### src/rtl/exception_sequencer_pkg.sv
// rtl/exception_sequencer_pkg.sv - shared constants and types for the exception sequencer
package exception_pkg;

    localparam int unsigned NCAUSE_DEF = 23;
    localparam logic [31:0] SISR_DEF   = 32'h0000_0000;

    localparam logic [2:0] SPR_SR     = 3'd0;
    localparam logic [2:0] SPR_ESR    = 3'd1;
    localparam logic [2:0] SPR_ECA    = 3'd2;
    localparam logic [2:0] SPR_EPC    = 3'd3;
    localparam logic [2:0] SPR_EDATA  = 3'd4;
    localparam logic [2:0] SPR_ELEVEL = 3'd5;

    localparam logic [4:0] IL_RESET     = 5'd0;
    localparam logic [4:0] IL_REPEAT_LO = 5'd16;
    localparam logic [4:0] IL_REPEAT_HI = 5'd20;

    typedef enum logic {
        ST_IDLE,
        ST_REDIRECT
    } state_e;

    // Repeat-class causes re-execute the faulting instruction on return.
    function automatic logic is_repeat(input logic [4:0] il);
        return (il >= IL_REPEAT_LO) && (il <= IL_REPEAT_HI);
    endfunction

endpackage

### src/rtl/exception_sequencer_if.sv
// rtl/exception_sequencer_if.sv - fetch redirect handshake between sequencer and fetch
interface exception_sequencer_if;
    logic        redirect_valid;
    logic [31:0] redirect_pc;
    logic        redirect_ready;

    modport master (output redirect_valid, output redirect_pc, input redirect_ready);
    modport slave  (input redirect_valid, input redirect_pc, output redirect_ready);
endinterface

### src/rtl/exception_sequencer_spr_file.sv
// rtl/exception_sequencer_spr_file.sv - exception SPR storage, prioritised write port and read mux
module spr_file
    import exception_pkg::*;
#(
    parameter int unsigned NCAUSE = NCAUSE_DEF
) (
    input  logic              clk_i,
    input  logic              reset_i,
    input  logic              en_i,
    input  logic              jisr_i,
    input  logic              eret_i,
    input  logic              movg2s_i,
    input  logic [4:0]        il_i,
    input  logic [NCAUSE-1:0] mca_i,
    input  logic [31:0]       pc_i,
    input  logic [31:0]       pc_next_i,
    input  logic [31:0]       ea_i,
    input  logic [2:0]        spr_addr_i,
    input  logic [31:0]       gpr_wdata_i,
    output logic [31:0]       sr_o,
    output logic [31:0]       epc_o,
    output logic [31:0]       spr_rdata_o
);

    logic [31:0]       sr_q, sr_d, esr_q, esr_d, epc_q, epc_d, edata_q, edata_d;
    logic [NCAUSE-1:0] eca_q, eca_d;
    logic [4:0]        elevel_q, elevel_d;

    always_comb begin
        sr_d     = sr_q;
        esr_d    = esr_q;
        eca_d    = eca_q;
        epc_d    = epc_q;
        edata_d  = edata_q;
        elevel_d = elevel_q;
        if (en_i) begin
            if (jisr_i) begin
                sr_d = '0;
                // A reset cause has no meaningful context to save.
                if (il_i != IL_RESET) begin
                    esr_d    = sr_q;
                    eca_d    = mca_i;
                    elevel_d = il_i;
                    edata_d  = ea_i;
                    epc_d    = is_repeat(il_i) ? pc_i : pc_next_i;
                end
            end else if (eret_i) begin
                sr_d = esr_q;
            end else if (movg2s_i) begin
                case (spr_addr_i)
                    SPR_SR:    sr_d    = gpr_wdata_i;
                    SPR_ESR:   esr_d   = gpr_wdata_i;
                    SPR_ECA:   eca_d   = gpr_wdata_i[NCAUSE-1:0];
                    SPR_EPC:   epc_d   = gpr_wdata_i;
                    SPR_EDATA: edata_d = gpr_wdata_i;
                    default:   ;
                endcase
            end
        end
    end

    always_ff @(posedge clk_i) begin
        if (reset_i) begin
            sr_q     <= '0;
            esr_q    <= '0;
            eca_q    <= '0;
            epc_q    <= '0;
            edata_q  <= '0;
            elevel_q <= '0;
        end else begin
            sr_q     <= sr_d;
            esr_q    <= esr_d;
            eca_q    <= eca_d;
            epc_q    <= epc_d;
            edata_q  <= edata_d;
            elevel_q <= elevel_d;
        end
    end

    always_comb begin
        spr_rdata_o = '0;
        case (spr_addr_i)
            SPR_SR:     spr_rdata_o = sr_q;
            SPR_ESR:    spr_rdata_o = esr_q;
            SPR_ECA:    spr_rdata_o = {{(32-NCAUSE){1'b0}}, eca_q};
            SPR_EPC:    spr_rdata_o = epc_q;
            SPR_EDATA:  spr_rdata_o = edata_q;
            SPR_ELEVEL: spr_rdata_o = {27'b0, elevel_q};
            default:    spr_rdata_o = '0;
        endcase
    end

    assign sr_o  = sr_q;
    assign epc_o = epc_q;

endmodule

### src/rtl/exception_sequencer.sv
// rtl/exception_sequencer.sv - ISR entry / eret sequencing and fetch redirect handshake
module exception_sequencer
    import exception_pkg::*;
#(
    parameter logic [31:0] SISR   = SISR_DEF,
    parameter int unsigned NCAUSE = NCAUSE_DEF
) (
    input  logic              clk_i,
    input  logic              reset_i,
    input  logic              jisr_i,
    input  logic [4:0]        il_i,
    input  logic [NCAUSE-1:0] mca_i,
    input  logic [31:0]       pc_i,
    input  logic [31:0]       pc_next_i,
    input  logic [31:0]       ea_i,
    input  logic              eret_i,
    input  logic              movg2s_i,
    input  logic [2:0]        spr_addr_i,
    input  logic [31:0]       gpr_wdata_i,
    output logic [31:0]       spr_rdata_o,
    output logic [31:0]       sr_o,
    output logic              busy_o,
    exception_sequencer_if.master redir
);

    state_e      state_q;
    logic        valid_q;
    logic        busy_q;
    logic [31:0] rpc_q;
    logic [31:0] epc;

    spr_file #(.NCAUSE(NCAUSE)) u_spr_file (
        .clk_i       (clk_i),
        .reset_i     (reset_i),
        .en_i        (state_q == ST_IDLE),
        .jisr_i      (jisr_i),
        .eret_i      (eret_i),
        .movg2s_i    (movg2s_i),
        .il_i        (il_i),
        .mca_i       (mca_i),
        .pc_i        (pc_i),
        .pc_next_i   (pc_next_i),
        .ea_i        (ea_i),
        .spr_addr_i  (spr_addr_i),
        .gpr_wdata_i (gpr_wdata_i),
        .sr_o        (sr_o),
        .epc_o       (epc),
        .spr_rdata_o (spr_rdata_o)
    );

    // eret targets the EPC value held before this edge, which is what epc shows now.
    always_ff @(posedge clk_i) begin
        if (reset_i) begin
            state_q <= ST_IDLE;
            valid_q <= 1'b0;
            busy_q  <= 1'b0;
            rpc_q   <= '0;
        end else begin
            case (state_q)
                ST_IDLE: begin
                    if (jisr_i) begin
                        state_q <= ST_REDIRECT;
                        valid_q <= 1'b1;
                        busy_q  <= 1'b1;
                        rpc_q   <= SISR;
                    end else if (eret_i) begin
                        state_q <= ST_REDIRECT;
                        valid_q <= 1'b1;
                        busy_q  <= 1'b1;
                        rpc_q   <= epc;
                    end
                end
                ST_REDIRECT: begin
                    if (redir.redirect_ready) begin
                        state_q <= ST_IDLE;
                        valid_q <= 1'b0;
                        busy_q  <= 1'b0;
                    end
                end
                default: begin
                    state_q <= ST_IDLE;
                    valid_q <= 1'b0;
                    busy_q  <= 1'b0;
                end
            endcase
        end
    end

    assign redir.redirect_valid = valid_q;
    assign redir.redirect_pc    = rpc_q;
    assign busy_o               = busy_q;

endmodule

### src/flat_wrapper.sv
// flat-port wrapper written by rule: the top's interface ports become plain ports
module exception_sequencer_flat import exception_pkg::*;
#(
    parameter logic [31:0] SISR   = SISR_DEF,
    parameter int unsigned NCAUSE = NCAUSE_DEF
)
  (clk_i, reset_i, jisr_i, il_i, mca_i, pc_i, pc_next_i, ea_i, eret_i, movg2s_i, spr_addr_i, gpr_wdata_i, spr_rdata_o, sr_o, busy_o, redir_redirect_valid, redir_redirect_pc, redir_redirect_ready);
  exception_sequencer_if redir_i ();
  input  logic clk_i;
  input  logic reset_i;
  input  logic jisr_i;
  input  logic [4:0] il_i;
  input  logic [NCAUSE-1:0] mca_i;
  input  logic [31:0] pc_i;
  input  logic [31:0] pc_next_i;
  input  logic [31:0] ea_i;
  input  logic eret_i;
  input  logic movg2s_i;
  input  logic [2:0] spr_addr_i;
  input  logic [31:0] gpr_wdata_i;
  output logic [31:0] spr_rdata_o;
  output logic [31:0] sr_o;
  output logic busy_o;
  output wire logic [$bits(redir_i.redirect_valid)-1:0] redir_redirect_valid;
  output wire logic [$bits(redir_i.redirect_pc)-1:0] redir_redirect_pc;
  input wire logic [$bits(redir_i.redirect_ready)-1:0] redir_redirect_ready;
  assign redir_redirect_valid = redir_i.redirect_valid;
  assign redir_redirect_pc = redir_i.redirect_pc;
  assign redir_i.redirect_ready = redir_redirect_ready;
  exception_sequencer #(.SISR(SISR), .NCAUSE(NCAUSE)) u_core (.clk_i(clk_i), .reset_i(reset_i), .jisr_i(jisr_i), .il_i(il_i), .mca_i(mca_i), .pc_i(pc_i), .pc_next_i(pc_next_i), .ea_i(ea_i), .eret_i(eret_i), .movg2s_i(movg2s_i), .spr_addr_i(spr_addr_i), .gpr_wdata_i(gpr_wdata_i), .spr_rdata_o(spr_rdata_o), .sr_o(sr_o), .busy_o(busy_o), .redir(redir_i));
endmodule
### config.mk
export PLATFORM = sky130hd
export DESIGN_NAME = exception_sequencer_flat
export DESIGN_NICKNAME = d
export VERILOG_FILES = /design/src/rtl/exception_sequencer_pkg.sv /design/src/rtl/exception_sequencer_if.sv /design/src/rtl/exception_sequencer_spr_file.sv /design/src/rtl/exception_sequencer.sv /design/src/flat_wrapper.sv
export SDC_FILE = /design/constraint.sdc
export NUM_CORES = 1
export LEC_CHECK = 0
export BUFFER_PORTS_ARGS = -buffer_cell sky130_fd_sc_hd__buf_2
export CORE_MARGIN = 4
export CORE_UTILIZATION = 35
export CTS_CLUSTER_DIAMETER = 50
export DETAILED_ROUTE_END_ITERATION = 10
export PLACE_DENSITY_LB_ADDON = 0.2
export SLEW_MARGIN = 20
export SYNTH_ARGS = -nofsm -noshare
export SYNTH_HDL_FRONTEND = slang
export SYNTH_SLANG_ARGS = --single-unit
### constraint.sdc
create_clock -name clk_i -period 6 [get_ports clk_i]
set_input_delay 1.5 -clock clk_i [delete_from_list [all_inputs] [get_ports clk_i]]
set_output_delay 1.5 -clock clk_i [all_outputs]
set_load 0.02 [all_outputs]
==> results.yml, run 1 <==
synth:
  yosysSeqAreaShare: 0.365
  avgSynthCellArea_um2: 8.59
  netlist_area_um2: 10400
  syn-num-nets: 1379
  ys.flop_type: "dfxtp_1"
  synth_cells: 1214
  yosysWarnings: 0
  async_flop_share: 0
  synth-edff-count: 0
  yosys_register_bits: 190
  netlist-cell-type-count: 41
power_and_ir_drop:
  powerDensity_nw_per_um2: 246
  p_leak_nw: 5.60
  power_mw: 3.07
  peakVddDrop_mv: 0.175
die:
  io_pins: 263
  dieArea_um2: 32600
  die_w_um: 181
  start_util: 0.359
  coreArea_um2: 29000
  fp-row-count: 62
  die_y_um: 181
timing:
  tns_ns: 0
  fmax_mhz: 203
  hold_slack_ns: 0.459
  min_period_ns: 4.93
  fin_skew_ns: 0.0120
  rsz0062_at_grt: "no"
  worst_pin_slew_ns: 1.16
  finalSetupViolations: 0
  timing.max_slew.rel_slack: 0.222
  finalCritPeriodShare: 0.821
  maxSlewViolCount: 0
  hold_viol_final: 0
drt:
  firstDrtPassIters: 5
  wl_um: 37500
  wire_per_inst_um: 20.8
  via_per_inst: 5.36
  post-route-drc-count: 0
  antenna_left: 0
  dr_total_vias: 9655
  drtIter0Drc: 706
worst_setup_path:
  crit_top_cell: "buf_2"
  crit_slowest_cell: "nor2_1"
  required_ns: 4.50
  critPathKind: "in -> out"
  crit_fanout: 17
  endpoint_kind: "output pin"
  max_stage_delay_ns: 0.94
  cp.arrival_ns: 3.43
  cp-start-kind: "input port"
  path_cells: "buf_2 > nor2_1 > a22oi_1 > o22ai_1 > buf_2"
global_routing:
  use_met3: 0.0456
  gr-max-usage-layer: "met2"
  grt_max_degree: 108
  grt_pass1_vias: 9624
  grt_first_pass_wirelength_um: 57100
  track_usage: 0.221
  overflow: 0
  antenna_found_initial: 2
  grt_use_met1: 0.298
  met2_usage: 0.362
layout:
  final_cell_count_no_fill: 1802
  fillers: 2943
  layout_common_cells: "260 x buf_2, 216 x nand2_1, 190 x dfxtp_1"
  final_common_cell: "buf_2"
  fin_util: 0.430
  fin_nets: 1568
  layout-drive-gt1-share: 0.304
  syn2layout_area_growth_pct: 19.7
cts:
  cts_tree: "done"
  cts-root-buf: "clkbuf_16"
  postCtsSetupBuffers: 0
  clock_sinks: 190
  cts.repair.resized: 0
  cts_max_level: 4
  path_clk_slew_ns: 0.08
  cts_buffer_depth: 2
  clock_latency_ns: 0.43
  numCtsBuffers: 17
  cts_hold_repair.buffers: 0
place:
  dpl.cell_count: 1767
  dpl.hpwl_um: 24600
  portBuffers: 262
  gp_congestion: 0.804
hold_path:
  hold_class: "reg -> reg"
run_status:
  outcome: "completed"
run:
  max_cap_viol_count: 0
[cells in the mapped netlist (2+ instances only)]
cell type | count | area share
nor2b_1 | 7 | 0.0042
o21ai_1 | 2 | 0.00096
nand2_1 | 216 | 0.078
o21ai_4 | 3 | 0.0047
o21ai_0 | 43 | 0.021
a211oi_1 | 3 | 0.0022
nand3_1 | 32 | 0.015
a22oi_1 | 52 | 0.037
a22o_1 | 31 | 0.026
nor2_1 | 95 | 0.034
buf_12 | 6 | 0.012
buf_2 | 25 | 0.012
o22ai_1 | 21 | 0.013
inv_1 | 6 | 0.0022
clkbuf_1 | 77 | 0.028
o21a_1 | 2 | 0.0014
buf_6 | 2 | 0.0022
buf_1 | 3 | 0.0011
nand2b_1 | 2 | 0.0012
mux4_2 | 2 | 0.0043
nor4_1 | 2 | 0.0012
a21oi_1 | 57 | 0.027
nor3_1 | 3 | 0.0014
buf_4 | 2 | 0.0014
mux2_2 | 97 | 0.10
and3_1 | 3 | 0.0018
mux2i_1 | 155 | 0.15
dfxtp_1 | 190 | 0.36
a31oi_1 | 32 | 0.019
or3_1 | 32 | 0.019
[metrics by stage]
step | setup WS, ns | area (um2)
floorplan | 1.57 | 10400
global placement | 1.17 | 11900
detailed placement | 1.14 | 11900
CTS | 1.12 | 12500
global route | 0.984 | 12500
finish | 1.07 | 12500
[area by class of cell]
type | count | area [um2] | share of cell area
flip-flops and latches | 190 | 3800 | 0.305
clock inverters | 13 | 128 | 0.0102
diodes | 2 | 5.00 | 0.000401
well taps | 384 | 480 | 0.0385
repair buffers | 285 | 1530 | 0.122
inverters | 6 | 25.0 | 0.00200
multi-input cells | 903 | 6060 | 0.486
clock buffers | 19 | 453 | 0.0363
[report_power, final]
group	internal (mW)	switching, mW	total [mW]
clock	0.572	0.560	1.13
combinational	0.227	0.339	0.566
sequential	1.32	0.0477	1.37
total	2.12	0.947	3.07
[registers in the layout, summed over array words and instances, names as in the netlist]
register and cells:
u_core.redir.redirect_pc 32, u_core.redir.redirect_valid 1, u_core.state_q 1, u_core.u_spr_file.eca_q 23, u_core.u_spr_file.edata_q 32, u_core.u_spr_file.elevel_q 5, u_core.u_spr_file.epc_o 32, u_core.u_spr_file.esr_q 32
u_core.u_spr_file.sr_o 32
[worst max-delay path, delay by kind of cell]
kind            cells  cell delay, ns
simple gates        1            0.94
buf+inv             2            0.49
compound gates      2            0.49
[path summary, 6_finish.rpt]
check,start,endpoint,slack [ns],cells past startpoint
max reg2reg,u_core.state_q,u_core.u_spr_file.sr_o[0],3.60,5
min,u_core.u_spr_file.eca_q[6],u_core.u_spr_file.eca_q[6],0.46,2
max,spr_addr_i[0],spr_rdata_o[15],1.07,5
min reg2reg,u_core.u_spr_file.eca_q[6],u_core.u_spr_file.eca_q[6],0.46,2
[routing by layer]
layer,routed length (um),vias up
met2,17700,319
met1,17000,4605
met5,0,-
met3,2180,31
li1,-,4700
met4,544,0
[cell families (layout without fill, tap and decap cells)]
kind of cell | count (synthesis) | in the layout | synth area share
AO/OA/AOI/OAI | 253 | 253 | 0.159
buffers and inverters | 121 | 323 | 0.0581
flip-flops | 190 | 190 | 0.365
multiplexers | 254 | 254 | 0.258
other | 0 | 2 | 0
AND/OR/NAND/NOR | 396 | 396 | 0.160
No activity file was read; power rests on OpenSTA's default activity.
==> run 2: changes to the inputs <==
clock period = 4 ns   (was 6 ns; I/O delays follow)
==> results.yml, run 2 (synthesis gave the netlist of run 1 again) <==
drt:
  dr_total_vias: 9832
  routed.top_layer: "met4"
  firstDrtPassIters: 7
  wire_per_inst_um: 20.7
  via_per_inst: 5.42
  wl_um: 37600
  wl_met3_um: 1850
  wl_met2_um: 17800
  m1WireLength_um: 16800
  antenna_left: 0
  post-route-drc-count: 0
  drtIter0Drc: 681
worst_setup_path:
  cp.arrival_ns: 2.48
  endpoint_kind: "output pin"
  cp-start-kind: "input port"
  critPathKind: "in -> out"
  required_ns: 3.00
  crit_fanout: 14
cts:
  clock_sinks: 190
  cts_tree: "done"
  path_clk_slew_ns: 0.07
  cts_max_level: 4
  cts_hold_repair.buffers: 0
  cts-root-buf: "clkbuf_16"
  numCtsBuffers: 17
  clock_latency_ns: 0.44
  cts.repair.resized: 0
  cts_buffer_depth: 2
  postCtsSetupBuffers: 0
die:
  io_pins: 263
  dieArea_um2: 32600
  die_w_um: 181
  coreArea_um2: 29000
  start_util: 0.359
  fp-row-count: 62
  die_y_um: 181
layout:
  fin_nets: 1580
  syn2layout_area_growth_pct: 20.7
  final_common_cell: "buf_2"
  layout-drive-gt1-share: 0.310
  layout_common_cells: "260 x buf_2, 216 x nand2_1, 190 x dfxtp_1"
run_status:
  outcome: "completed"
place:
  dpl.hpwl_um: 26400
  pre_cts_slack_ns: 0.523
  gp_congestion: 0.829
  portBuffers: 262
timing:
  finalWorstSetupSlack_ns: 0.515
  worst_pin_slew_ns: 1.09
  tns_ns: 0
  finalCritPeriodShare: 0.871
  hold_viol_final: 0
  fin_skew_ns: 0.00909
  finalSetupViolations: 0
  rsz0062_at_grt: "no"
  min_period_ns: 3.48
  maxSlewViolCount: 0
  timing.max_slew.rel_slack: 0.275
  fmax_mhz: 287
hold_path:
  hold_class: "reg -> reg"
global_routing:
  grt_max_degree: 150
  antenna_found_initial: 1
  grt_first_pass_wirelength_um: 57500
  track_usage: 0.223
  overflow: 0
  grt_pass1_vias: 9912
run:
  max_cap_viol_count: 0
power_and_ir_drop:
  peakVddDrop_mv: 0.276
  p_leak_nw: 5.65
  powerDensity_nw_per_um2: 364
## run 2: changes by cell type in the layout (fill, tap and decap cells not counted), sizes merged
cell      before  now
clkbuf        19   18
clkinv         6    3
buf          285  297
clkinvlp       2    5
diode          2    1
inv           11   12
## run 2: per-layer routing
layer  up-vias  GRT usage
li1       4732          -
met5         -          0
met3        53     0.0404
met2       318      0.374
met4         0     0.0805
met1      4729      0.288
## run 2: path summary, 6_finish.rpt
path / slack [ns] / start / to / cells past startpoint
setup / recovery: 0.52 / spr_addr_i[0] / spr_rdata_o[18] / 6
hold / removal: 0.46 / u_core.u_spr_file.eca_q[4] / u_core.u_spr_file.eca_q[4] / 2
setup reg to reg: 1.86 / u_core.state_q / u_core.u_spr_file.sr_o[15] / 5
hold reg to reg: 0.46 / u_core.u_spr_file.eca_q[4] / u_core.u_spr_file.eca_q[4] / 2
## run 2: final cells by class
cell class,count,area [um2]
tap,384,480
timing repair buffer,297,1650
clock inverter,14,130
inverter,6,25.0
multi-input combinational,903,6060
clock buffer,18,429
fill,2959,16400
antenna,1,2.50
sequential,190,3800
## run 2: stage by stage
step	util	power (mW)	cell area [um2]	hold WS [ns]	std cells
after global routing	0.434	4.78	12600	0.480	1813
after CTS	0.434	4.62	12600	0.463	1812
after floorplan	-	2.64	10400	0.433	1214
final	0.434	4.58	12600	0.461	1813
after global placement	0.414	2.95	12000	0.445	1780
after detailed placement	0.414	2.96	12000	0.453	1780
## run 2: worst max-delay path, cell delays in order
cell	delay, ns
buf_2	0.39
buf_4	0.27
mux2_2	0.34
a22oi_1	0.15
o22ai_1	0.14
buf_2	0.19
## run 2: power breakdown
group | leakage (nW) | internal [mW] | total (mW) | switching (mW)
clock | 0.260 | 0.822 | 1.66 | 0.840
combinational | 3.84 | 0.353 | 0.865 | 0.512
sequential | 1.55 | 1.98 | 2.06 | 0.0729
total | 5.65 | 3.16 | 4.58 | 1.42
